--- src/rtl/instruction_fetch.sv ---
// Fetch stage: owns the PC, drives the instruction memory address and latches
// the returned word into the IF/ID register, with stall, redirect and halt.
module instruction_fetch #(
    parameter logic [7:0]  RESET_PC  = 8'h00,
    parameter logic [31:0] HALT_WORD = 32'h0000000C
) (
    input  logic        clk,
    input  logic        reset,
    input  logic        IF_start,
    input  logic        IF_stall,
    input  logic        IF_redirect,
    input  logic [7:0]  IF_redirect_target,
    output logic [7:0]  IMEM_PC,
    input  logic [31:0] IMEM_instruction,
    output logic [7:0]  ID_pc,
    output logic [31:0] ID_instruction,
    output logic        ID_valid,
    output logic        IF_halted,
    output logic        IF_misalign,
    output logic [15:0] IF_fetch_count
);

    typedef enum logic [1:0] {
        IDLE,
        RUN,
        HALT
    } state_t;

    state_t     state;
    state_t     state_next;
    logic [7:0] pc;
    logic       fetch;
    logic       is_halt_word;

    assign IMEM_PC      = pc;
    assign IF_halted    = (state == HALT);
    assign is_halt_word = (IMEM_instruction == HALT_WORD);

    // A fetch latches IMEM into IF/ID; redirect outranks stall, which outranks fetch.
    assign fetch = (state == RUN) && !IF_redirect && !IF_stall;

    always_ff @(posedge clk) begin
        if (reset) begin
            state <= IDLE;
        end else begin
            state <= state_next;
        end
    end

    always_comb begin
        state_next = state;
        case (state)
            IDLE: begin
                if (IF_start) begin
                    state_next = RUN;
                end
            end
            RUN: begin
                if (fetch && is_halt_word) begin
                    state_next = HALT;
                end
            end
            HALT: begin
                if (IF_redirect) begin
                    state_next = RUN;
                end
            end
            default: state_next = IDLE;
        endcase
    end

    always_ff @(posedge clk) begin
        if (reset) begin
            pc             <= RESET_PC;
            ID_pc          <= '0;
            ID_instruction <= '0;
            ID_valid       <= 1'b0;
            IF_misalign    <= 1'b0;
            IF_fetch_count <= '0;
        end else begin
            IF_misalign <= IF_redirect && (IF_redirect_target[1:0] != 2'b00);
            if (IF_redirect) begin
                pc       <= IF_redirect_target & 8'hFC;
                ID_valid <= 1'b0;
            end else if (fetch) begin
                ID_pc          <= pc;
                ID_instruction <= IMEM_instruction;
                ID_valid       <= 1'b1;
                if (!is_halt_word) begin
                    pc <= pc + 8'd4;
                end
                if (IF_fetch_count != '1) begin
                    IF_fetch_count <= IF_fetch_count + 16'd1;
                end
            end else if (state == HALT && !IF_stall) begin
                // Halt word drains out of IF/ID once decode accepts it.
                ID_valid <= 1'b0;
            end
        end
    end

endmodule
--- config.mk ---
export PLATFORM = sky130hd
export DESIGN_NAME = instruction_fetch
export DESIGN_NICKNAME = d
export VERILOG_FILES = /design/src/rtl/instruction_fetch.sv
export SDC_FILE = /design/constraint.sdc
export NUM_CORES = 1
export LEC_CHECK = 0
export ABC_AREA = 1
export BUFFER_PORTS_ARGS = -buffer_cell sky130_fd_sc_hd__clkbuf_2
export CAP_MARGIN = 20
export CELL_PAD_IN_SITES_DETAIL_PLACEMENT = 1
export CELL_PAD_IN_SITES_GLOBAL_PLACEMENT = 1
export CORE_AREA = 2 2 94 105
export CTS_BUF_LIST = sky130_fd_sc_hd__clkbuf_8
export DETAILED_ROUTE_END_ITERATION = 12
export DIE_AREA = 0 0 96 107
export PLACE_DENSITY_LB_ADDON = 0.1
export SETUP_SLACK_MARGIN = 0.15
export SLEW_MARGIN = 10
export SYNTH_ARGS = -nofsm -noshare
export SYNTH_HDL_FRONTEND = slang
export SYNTH_SLANG_ARGS = --single-unit
--- constraint.sdc ---
create_clock -name clk -period 4 [get_ports clk]
set_input_delay 0.8 -clock clk [delete_from_list [all_inputs] [get_ports clk]]
set_output_delay 0.8 -clock clk [all_outputs]
set_load 0.01 [all_outputs]
* Word-level counts from Yosys, hierarchy flattened
Cells that the tools add are included.
Cells by class: add/subtract/negate cells 2, eq/ne operators 8, muxes and demuxes 9, bitwise operators 2, reduce and logical (&&, ||, !) cells 17
Operators by type and width (count):
- $eq 32x4->1 const B | 1
- $mux 8 | 3
- $add 16x1->16 const B | 1
- $ne 16x16->1 const B | 1
- $add 8x3->8 const B | 1
- $mux 2 | 3
- $ne 2x2->1 const B | 3
- $pmux 2 s3 | 1
- $reduce_and 2->1 | 3
- $reduce_and 3->1 | 2
- $reduce_bool 2->1 | 3
- $logic_and 1x1->1 | 5
- $eq 2x1->1 const B | 1
- $eq 2x2->1 const B | 1
- $logic_not 1->1 | 2
- $logic_not 2->1 | 1
- $mux 1 | 2
- $ne 2x1->1 const B | 1
- $not 1->1 | 2
- $reduce_or 2->1 | 1
Storage, ports and cells: bits in registers 68, output and inout port bits 67, logic and storage cells 46

* Depth between registers and ports, before layout
Gate-level depths: netlist (run 1).
word-level depth 6, depth in mapped cells 10, gate-level depth less buffers 10

* Worst setup path after synthesis (run 1)
Ideal clock, no wire load.
path kind input port to flip-flop, start point input port IF_redirect, end point register ID_instruction[21], setup time 0.119 ns, arrival time 1.653 ns, path slack 2.227 ns, stages 8, path buffers 3, path through buf_2 inv_1 nand2_4 clkinv_2 buf_6 buf_6 o21ai_0 a21oi_1
Between the ends: longest elaborated chain between the ends 4
RTL lines:
- start: declaration | RTL line 11 | input logic IF_redirect,
- $logic_not 1->1 | RTL line 40 | assign fetch = (state == RUN) && !IF_redirect && !IF_stall;
- $logic_and 1x1->1 (2 in series) | RTL line 40
- $reduce_and 2->1 (no line) *
- end signal: assignment | RTL line 87 | ID_instruction <= IMEM_instruction;
- end: declaration | RTL line 16 | output logic [31:0] ID_instruction,
Mark *: on every way between the ends. The rest lies on a longest branch, timed or not. A chain may end at the register's enable or synchronous reset.

* Worst setup path after layout (run 1)
start point input port IF_redirect, end point register ID_instruction[17]
Same word-level chain as after synthesis.

==> flow_summary.json, run 1 <==
{
  "status": "finished clean",
  "grt_pass1_wl_um": 14300,
  "synth_seq_area_share_pct": 41.5,
  "finalCritPeriodShare_pct": 55.6,
  "layout_common_cells": "107 x clkbuf_2, 91 x nand2_1, 64 x dfxtp_1, 61 x nor2_1, 49 x inv_1",
  "skew_ns": 0.0131,
  "ys_async_sr_fraction_pct": 0,
  "place_congestion": 0.824,
  "route.final.wire_length_um": 8650,
  "initial_core_util_pct": 33.5,
  "fin_crit_ns": 2.23,
  "worstPathArrival_ns": 2.49,
  "tns_ns": 0,
  "hpwl_um": 6460,
  "clk_path_buf_depth": 2,
  "die_y_um": 107,
  "synth_top_family_by_area": "simple AND/OR/NAND/NOR gates",
  "synth_fa_ha_area_share_pct": 0.811,
  "fp.dieW_um": 96,
  "final_common_cell": "clkbuf_2",
  "grt_use_total_pct": 17.6,
  "n_antenna_cell": 0,
  "timing.hold.ws_ns": 0.491,
  "dominantRegCellSynth": "dfxtp_1",
  "start_kind": "primary input",
  "synth-compound-area-share_pct": 18.2,
  "postCtsHoldBufs": 0,
  "syn_area_mm2": 0.00309,
  "synth_simple_gate_area_share_pct": 25.7,
  "synth-warning-count": 0,
  "drc": 0,
  "crit_path_max_fanout": 44,
  "cap_violations": 0,
  "setup.worst_path.end_class": "flop",
  "antenna_found_initial": 0,
  "num_rows": 37,
  "ir_worst_vdd_mv": 0.168,
  "cts_resized": 0,
  "yosysUniqueCellTypes": 31,
  "avgSynthCellArea_um2": 7.02,
  "cts_setup_buffers": 0,
  "area_delta_synth_final_pct": 24.1,
  "wl_per_cell_um": 13.1,
  "cts.sinks": 64,
  "dr.first_iter.drc_count": 77,
  "setup_violations": 0,
  "cts.clk_slew.worst_paths_ns": 0.07,
  "rsz0062_at_grt": "no",
  "worstPathRequired_ns": 4.27,
  "hp-class": "flop to flop",
  "port_buffers": 107,
  "hold_viol": 0,
  "cts-buffers-inserted": 9,
  "io_pins": 112,
  "leakagePower_nw": 1.82,
  "ant_nets": 0,
  "synth-edff-count": 0,
  "power.density_mw_per_mm2": 365,
  "max_freq_mhz": 449,
  "synth_xor_area_share_pct": 2.27,
  "htreeDepth": 3,
  "cts_root_buf": "clkbuf_8",
  "setup.worst_path.class": "primary input to flop",
  "synth_mux_area_share_pct": 0,
  "cts_tree": "built",
  "drive_gt1_share_pct": 26.2,
  "grt_max_degree": 45,
  "finalMaxSlewViolations": 0,
  "ys_ff_latch": 64,
  "grt.overflow.total": 0,
  "drt_first_pass_iters": 4,
  "core_mm2": 0.00921,
  "grt_pass1_vias": 3087,
  "num_vias": 3098,
  "syn_inst": 440,
  "dieArea_mm2": 0.0103,
  "insertion_delay_ns": 0.34,
  "final_nets": 587,
  "viasPerCell": 4.68
}
final cells by class:
type / count / area, um2
clock inverters: 7 / 72.6
flip-flops and latches: 64 / 1280
well taps: 117 / 146
inverters: 50 / 189
repair buffers: 109 / 551
clock buffers: 9 / 124
fillers: 1231 / 5380
multi-input cells: 306 / 1470
flip-flops by register name, summed over array words and instances, names as in the netlist:
name,cells
ID_instruction,32
ID_pc,6
ID_valid,1
IF_fetch_count,16
IF_misalign,1
IMEM_PC,6
state,2
cells by family after synthesis:
family / after synthesis
buf+inv: 73
flops: 64
simple gates: 188
compound gates: 104
other cells: 1
fa+ha+maj: 2
xor+xnor: 8
worst max-delay path, stage by stage:
cell and delay (ns):
clkbuf_2 0.16, inv_1 0.35, nand2_4 0.13, clkinv_2 0.32, buf_4 0.44, o21ai_0 0.13, a21oi_1 0.14
metal layers:
metal	GRT usage (%)	share of wire (%)	vias to the layer above
met4	6.73	1.7	0
met3	3.16	4.7	12
li1	-	-	1604
met2	28.7	46	79
met5	0	0	-
met1	22.9	48	1403
power breakdown:
| part | switching [mW] | total (mW) | internal (mW) |
|---|---|---|---|
| clock network | 0.280 | 0.569 | 0.289 |
| registers | 0.0193 | 0.680 | 0.661 |
| logic | 0.0922 | 0.150 | 0.0578 |
final timing paths:
kind | from | endpoint | slack, ns | depth (start not counted)
worst max-delay path | IF_redirect | ID_instruction[17] | 1.77 | 7
worst min-delay path | ID_pc[6] | ID_pc[6] | 0.49 | 2
worst max register to register | state[0] | ID_instruction[17] | 2.10 | 7
worst min register to register | ID_pc[6] | ID_pc[6] | 0.49 | 2
synthesized netlist by cell type, drive strengths merged (2+ instances only):
cell type  instances  area [um2]
a21oi             54         297
buf               18         143
clkbuf             5        18.8
dfxtp             64        1280
ha                 2        25.0
inv               49         184
nand2             94         365
nand3             19         100
nand4              4        25.0
nor2              66         275
nor3               4        20.0
o21ai             48         251
xnor2              3        26.3
xor2               5        43.8
per-stage QoR:
stage / std cells / total power, mW / setup WS, ns / instance area (um2) / utilization (%)
6_report: 662 / 1.40 / 1.77 / 3830 / 41.6
5_1_grt: 662 / 1.47 / 1.54 / 3830 / 41.6
4_1_cts: 662 / 1.42 / 1.77 / 3830 / 41.6
3_5_place_dp: 646 / 0.847 / 1.41 / 3630 / 39.4
3_3_place_gp: 646 / 0.844 / 1.51 / 3630 / 39.4
2_1_floorplan: 443 / 0.786 / 2.23 / 3100 / -
Note: power is estimated with default switching activity, not from simulation.
==> inputs of run 2 (changes only) <==
- ABC_AREA: 1 -> 0
- CORE_AREA: 2 2 94 105 -> 2 2 92 103
- DIE_AREA: 0 0 96 107 -> 0 0 94 105
- clock period: 4 -> 2 ns (I/O delays scaled with it)
==> flow_summary.json, run 2 <==
{
  "ys_async_sr_fraction_pct": 0,
  "regMostFlops": "ID_instruction",
  "total_power_mw": 2.52,
  "path_cells": "nand4_1 -> nor4_1 -> buf_4 -> nor2_1 -> a311oi_1",
  "start_kind": "flop",
  "skew_ns": 0.0101,
  "insertion_delay_ns": 0.34,
  "cp_num_buf_inv": 1,
  "worst_slack_ns": 0.249,
  "dieArea_mm2": 0.00987,
  "drc": 0,
  "r2r_cells": 5,
  "hp-class": "primary input to flop",
  "antenna_found_initial": 0,
  "dominantRegCellSynth": "dfxtp_1",
  "io_pins": 112,
  "finalMaxSlewViolations": 0,
  "yosysUniqueCellTypes": 40,
  "grt_pass1_wl_um": 12800,
  "cp_top_family": "simple AND/OR/NAND/NOR gates",
  "pre_cts_ws_ns": -0.0919,
  "initial_core_util_pct": 30.5,
  "dr.first_iter.drc_count": 75,
  "die_y_um": 105,
  "area_delta_synth_final_pct": 33.9,
  "ir_worst_vdd_mv": 0.275,
  "crit_start": "IF_fetch_count[8]",
  "rrSetupSlack_ns": 0.25,
  "yosysMostFrequentCell": "nand2_1",
  "ys_ff_latch": 64,
  "avgSynthCellArea_um2": 8.11,
  "final_nets": 493,
  "tightest_slew_ns": 0.748,
  "finalNonFillerCells": 565,
  "slowest_stage": "dfxtp_1",
  "fin_crit_ns": 1.75,
  "leakagePower_nw": 1.47,
  "largest_reg_flops": 32,
  "cap_violations": 0,
  "place_congestion": 0.718,
  "cts_tree": "built",
  "cts-buffers-inserted": 9,
  "r2r_end": "IF_fetch_count[4]",
  "grt_pass1_vias": 2653,
  "route.final.wire_length_um": 7940,
  "synth_top_area_share_pct": 47.9,
  "fp.dieW_um": 94,
  "layout_common_cells": "107 x clkbuf_2, 85 x nand2_1, 64 x dfxtp_1, 45 x a21oi_1, 22 x nor2_1",
  "n_fill_cell": 1113,
  "synth-warning-count": 0,
  "synth_commonest_cells": "85 x nand2_1, 64 x dfxtp_1, 45 x a21oi_1, 22 x nor2_1, 16 x clkbuf_1",
  "port_buffers": 107,
  "setup_violations": 0,
  "cts.sinks": 64,
  "rsz0062_at_grt": "yes",
  "timing.hold.ws_ns": 0.293,
  "synth-edff-count": 0,
  "cp-endpoint": "IF_fetch_count[4]",
  "postCtsHoldBufs": 0,
  "drive_gt1_share_pct": 31.7,
  "synth_top_cell_by_area": "dfxtp_1",
  "place_inst": 548,
  "ant_nets": 0,
  "setup.worst_path.end_class": "flop",
  "cts_root_buf": "clkbuf_8",
  "worstPathRequired_ns": 2.23,
  "synth_seq_area_share_pct": 47.9,
  "top_regs": "ID_instruction: 32 flops, IF_fetch_count: 16 flops",
  "n_antenna_cell": 0,
  "core_mm2": 0.00878,
  "cts.clk_slew.worst_paths_ns": 0.07,
  "hold_viol": 0,
  "clk_path_buf_depth": 2,
  "wl_per_cell_um": 14.0,
  "status": "finished clean",
  "grt_max_degree": 40,
  "syn_area_mm2": 0.00268,
  "max_stage_delay_ns": 0.44,
  "drt_first_pass_iters": 4,
  "num_rows": 36,
  "r2r-start": "IF_fetch_count[8]",
  "finalCritPeriodShare_pct": 87.6,
  "hpwl_um": 5860,
  "power.density_mw_per_mm2": 703,
  "cp.depth": 5,
  "final_common_cell": "clkbuf_2",
  "syn_inst": 330,
  "htreeDepth": 3,
  "max_freq_mhz": 571,
  "viasPerCell": 4.78,
  "grt.overflow.total": 0,
  "worstPathArrival_ns": 1.98,
  "setup.worst_path.class": "flop to flop",
  "num_vias": 2699,
  "yosys-top-cells-area": "dfxtp_1 48%, nand2_1 12%, a21oi_1 8.4%",
  "max_slew_margin_pct": 50.1,
  "crit_path_max_fanout": 6,
  "grt_use_total_pct": 16.2
}
run 2: worst min-delay path: stages:
cell and delay (ns):
clkbuf_2 0.09, nand2_1 0.05, a21oi_1 0.05
run 2: routing by layer:
metal / share of wire, % / GRT usage (%) / up-vias
met2: 49 / 27.2 / 68
met3: 5.3 / 4.83 / 6
met1: 45 / 20.2 / 1265
met4: 0.96 / 4.04 / 0
met5: 0 / 0 / -
li1: - / - / 1360
run 2: repair_timing:
item | CTS | global route
setup buffers | 0 | 1
resized for setup | 0 | 1
setup endpoints to repair | 0 | 8
run 2: per-stage QoR:
step           util [%]  TNS, ns  cell area, um2
4_1_cts            40.6        0            3560
2_1_floorplan         -        0            2690
5_1_grt            40.8        0            3580
3_5_place_dp       38.7   -0.232            3400
6_report           40.8        0            3580
3_3_place_gp       38.7   -0.221            3400
run 2: layout make-up:
| cell class | instances | area (um2) | share of cell area, % |
|---|---|---|---|
| Multi-Input combinational cell | 240 | 1290 | 36.0 |
| Sequential cell | 64 | 1280 | 35.8 |
| Timing Repair Buffer | 124 | 676 | 18.9 |
| Tap cell | 114 | 143 | 3.98 |
| Clock buffer | 9 | 124 | 3.46 |
| Clock inverter | 7 | 41.3 | 1.15 |
| Inverter | 7 | 26.3 | 0.733 |
run 2: power breakdown:
part | switching, mW | internal, mW | total [mW]
clock | 0.511 | 0.438 | 0.949
sequential | 0.0276 | 1.31 | 1.33
combinational | 0.132 | 0.102 | 0.234
total | 0.671 | 1.85 | 2.52
run 2: kinds of logic (layout without fill, tap and decap cells):
family / after synthesis / count (layout) / share of synthesized area (%)
simple gates: 149 / 149 / 26.0
compound gates: 70 / 70 / 15.4
flops: 64 / 64 / 47.9
buf+inv: 29 / 147 / 4.72
xor+xnor: 14 / 14 / 4.58
fa+ha+maj: 2 / 2 / 0.935
other cells: 1 / 4 / 0.140
mux: 1 / 1 / 0.374
run 2: worst min-delay path by stage:
stage                    startpoint            endpoint  slack (ns)  cells past startpoint
2_1_floorplan     ID_instruction[0]   ID_instruction[0]        0.48                      2
3_3_place_gp     ID_instruction[24]  ID_instruction[24]        0.44                      2
3_5_place_dp      ID_instruction[0]   ID_instruction[0]        0.45                      2
4_1_cts        IMEM_instruction[21]  ID_instruction[21]        0.27                      3
5_1_grt         IMEM_instruction[7]   ID_instruction[7]        0.29                      3
6_report       IMEM_instruction[10]  ID_instruction[10]        0.29                      3
==> inputs of run 3 (changes only) <==
- CORE_AREA: 2 2 92 103 -> 2 2 88 99
- DIE_AREA: 0 0 94 105 -> 0 0 90 101
- clock period: 2 -> 1.8 ns (I/O delays scaled with it)
==> flow_summary.json, run 3 (synthesized netlist as in run 2, its figures left out) <==
{
  "worstPathRequired_ns": 2.07,
  "finalCritPeriodShare_pct": 85.4,
  "grt.overflow.total": 0,
  "busiest_layer": "met2",
  "largest_reg_flops": 32,
  "rrSetupSlack_ns": 0.26,
  "regMostFlops": "ID_instruction",
  "area_delta_synth_final_pct": 44.2,
  "gr-usage-met2_pct": 30.2,
  "initial_core_util_pct": 32.8,
  "hpwl_um": 5970,
  "num_rows": 35,
  "ant_nets": 0,
  "path_cells": "nor4b_4 -> nand4_1 -> buf_4 -> or3_1 -> a21oi_1",
  "ir_worst_vdd_mv": 0.341,
  "insertion_delay_ns": 0.34,
  "port_buffers": 107,
  "max_freq_mhz": 651,
  "final_nets": 510,
  "hp-class": "primary input to flop",
  "final_area_mm2": 0.00386,
  "dieArea_mm2": 0.00909,
  "met3_usage_pct": 5.39,
  "max_stage_delay_ns": 0.37,
  "die_y_um": 101,
  "top_regs": "ID_instruction: 32 flops, IF_fetch_count: 16 flops",
  "drt_first_pass_iters": 4,
  "route.final.wire_length_um": 8050,
  "postCtsHoldBufs": 0,
  "worst_slack_ns": 0.263,
  "clk_path_buf_depth": 2,
  "viasPerCell": 4.78,
  "rsz0062_at_grt": "yes",
  "htreeDepth": 3,
  "pre_cts_ws_ns": -0.217,
  "crit_path_max_fanout": 6,
  "setup.worst_path.class": "flop to flop",
  "dr.first_iter.drc_count": 63,
  "cts_tree": "built",
  "grt_pass1_vias": 2789,
  "num_vias": 2765,
  "grt_max_degree": 40,
  "cp_top_family": "simple AND/OR/NAND/NOR gates",
  "cts.clk_slew.worst_paths_ns": 0.07,
  "hold_viol": 0,
  "layout_common_cells": "107 x clkbuf_2, 85 x nand2_1, 57 x dfxtp_1, 45 x a21oi_1, 31 x buf_4",
  "max_slew_margin_pct": 60.0,
  "worstPathArrival_ns": 1.81,
  "drive_gt1_share_pct": 38.9,
  "grt_use_total_pct": 18.0,
  "cts_root_buf": "clkbuf_8",
  "total_power_mw": 3.14,
  "setup.worst_path.end_class": "flop",
  "setup_violations": 0,
  "fp.dieW_um": 90,
  "power.density_mw_per_mm2": 815,
  "io_pins": 112,
  "finalMaxSlewViolations": 0,
  "tightest_slew_ns": 0.600,
  "wl_per_cell_um": 13.9,
  "cts-buffers-inserted": 9,
  "cap_violations": 0,
  "grt.met1_usage_pct": 21.9,
  "dpl_cell_area_mm2": 0.00355,
  "cts.sinks": 64,
  "status": "finished clean",
  "skew_ns": 0.00957,
  "final_common_cell": "clkbuf_2",
  "leakagePower_nw": 1.59,
  "fin_crit_ns": 1.54,
  "timing.hold.ws_ns": 0.247,
  "grt_pass1_wl_um": 13100,
  "cp_num_buf_inv": 1,
  "n_antenna_cell": 0,
  "drc": 0,
  "place_congestion": 0.739,
  "antenna_found_initial": 0,
  "slowest_stage": "dfxtp_1",
  "start_kind": "flop",
  "core_mm2": 0.00815
}
-- run 3: through the flow --
stage | instances | utilization (%) | TNS (ns)
after global placement | 561 | 43.6 | -0.842
after detailed placement | 561 | 43.6 | -1.04
after CTS | 577 | 46.5 | 0
after global routing | 579 | 47.4 | 0
after floorplan | 333 | - | 0
final | 579 | 47.4 | 0
-- run 3: what timing repair did --
| item | CTS | global route |
|---|---|---|
| resized for setup | 4 | 17 |
| buffers inserted | 0 | 2 |
| pin swaps | 0 | 4 |
| setup endpoints to repair | 7 | 36 |
-- run 3: per-layer routing --
layer  vias up  share of wire, %
li1       1401                 -
met1      1289                45
met2        69                48
met3         6               5.8
met4         0               1.0
met5         -                 0
-- run 3: power by group --
group	internal (mW)	switching (mW)	total, mW
sequential	1.45	0.0296	1.48
clock	0.781	0.594	1.38
combinational	0.133	0.154	0.287
total	2.37	0.778	3.14
-- run 3: cell type report --
cell class | count | area, um2
clock inverters | 7 | 95.1
clock buffers | 9 | 124
inverters | 7 | 26.3
well taps | 111 | 139
flip-flops and latches | 64 | 1290
repair buffers | 141 | 828
fillers | 1052 | 4290
multi-input cells | 240 | 1360
-- run 3: final timing paths --
kind | from | to | cells after the start
hold / removal | IMEM_instruction[2] | ID_instruction[2] | 3
setup reg to reg | state[1] | IF_fetch_count[7] | 5
hold reg to reg | ID_instruction[23] | ID_instruction[23] | 2
setup / recovery | state[1] | IF_fetch_count[7] | 5
-- run 3: worst min-delay path, cell delays in order --
cell and delay [ns]:
clkbuf_2 0.08, nand2_1 0.05, a21oi_1 0.05
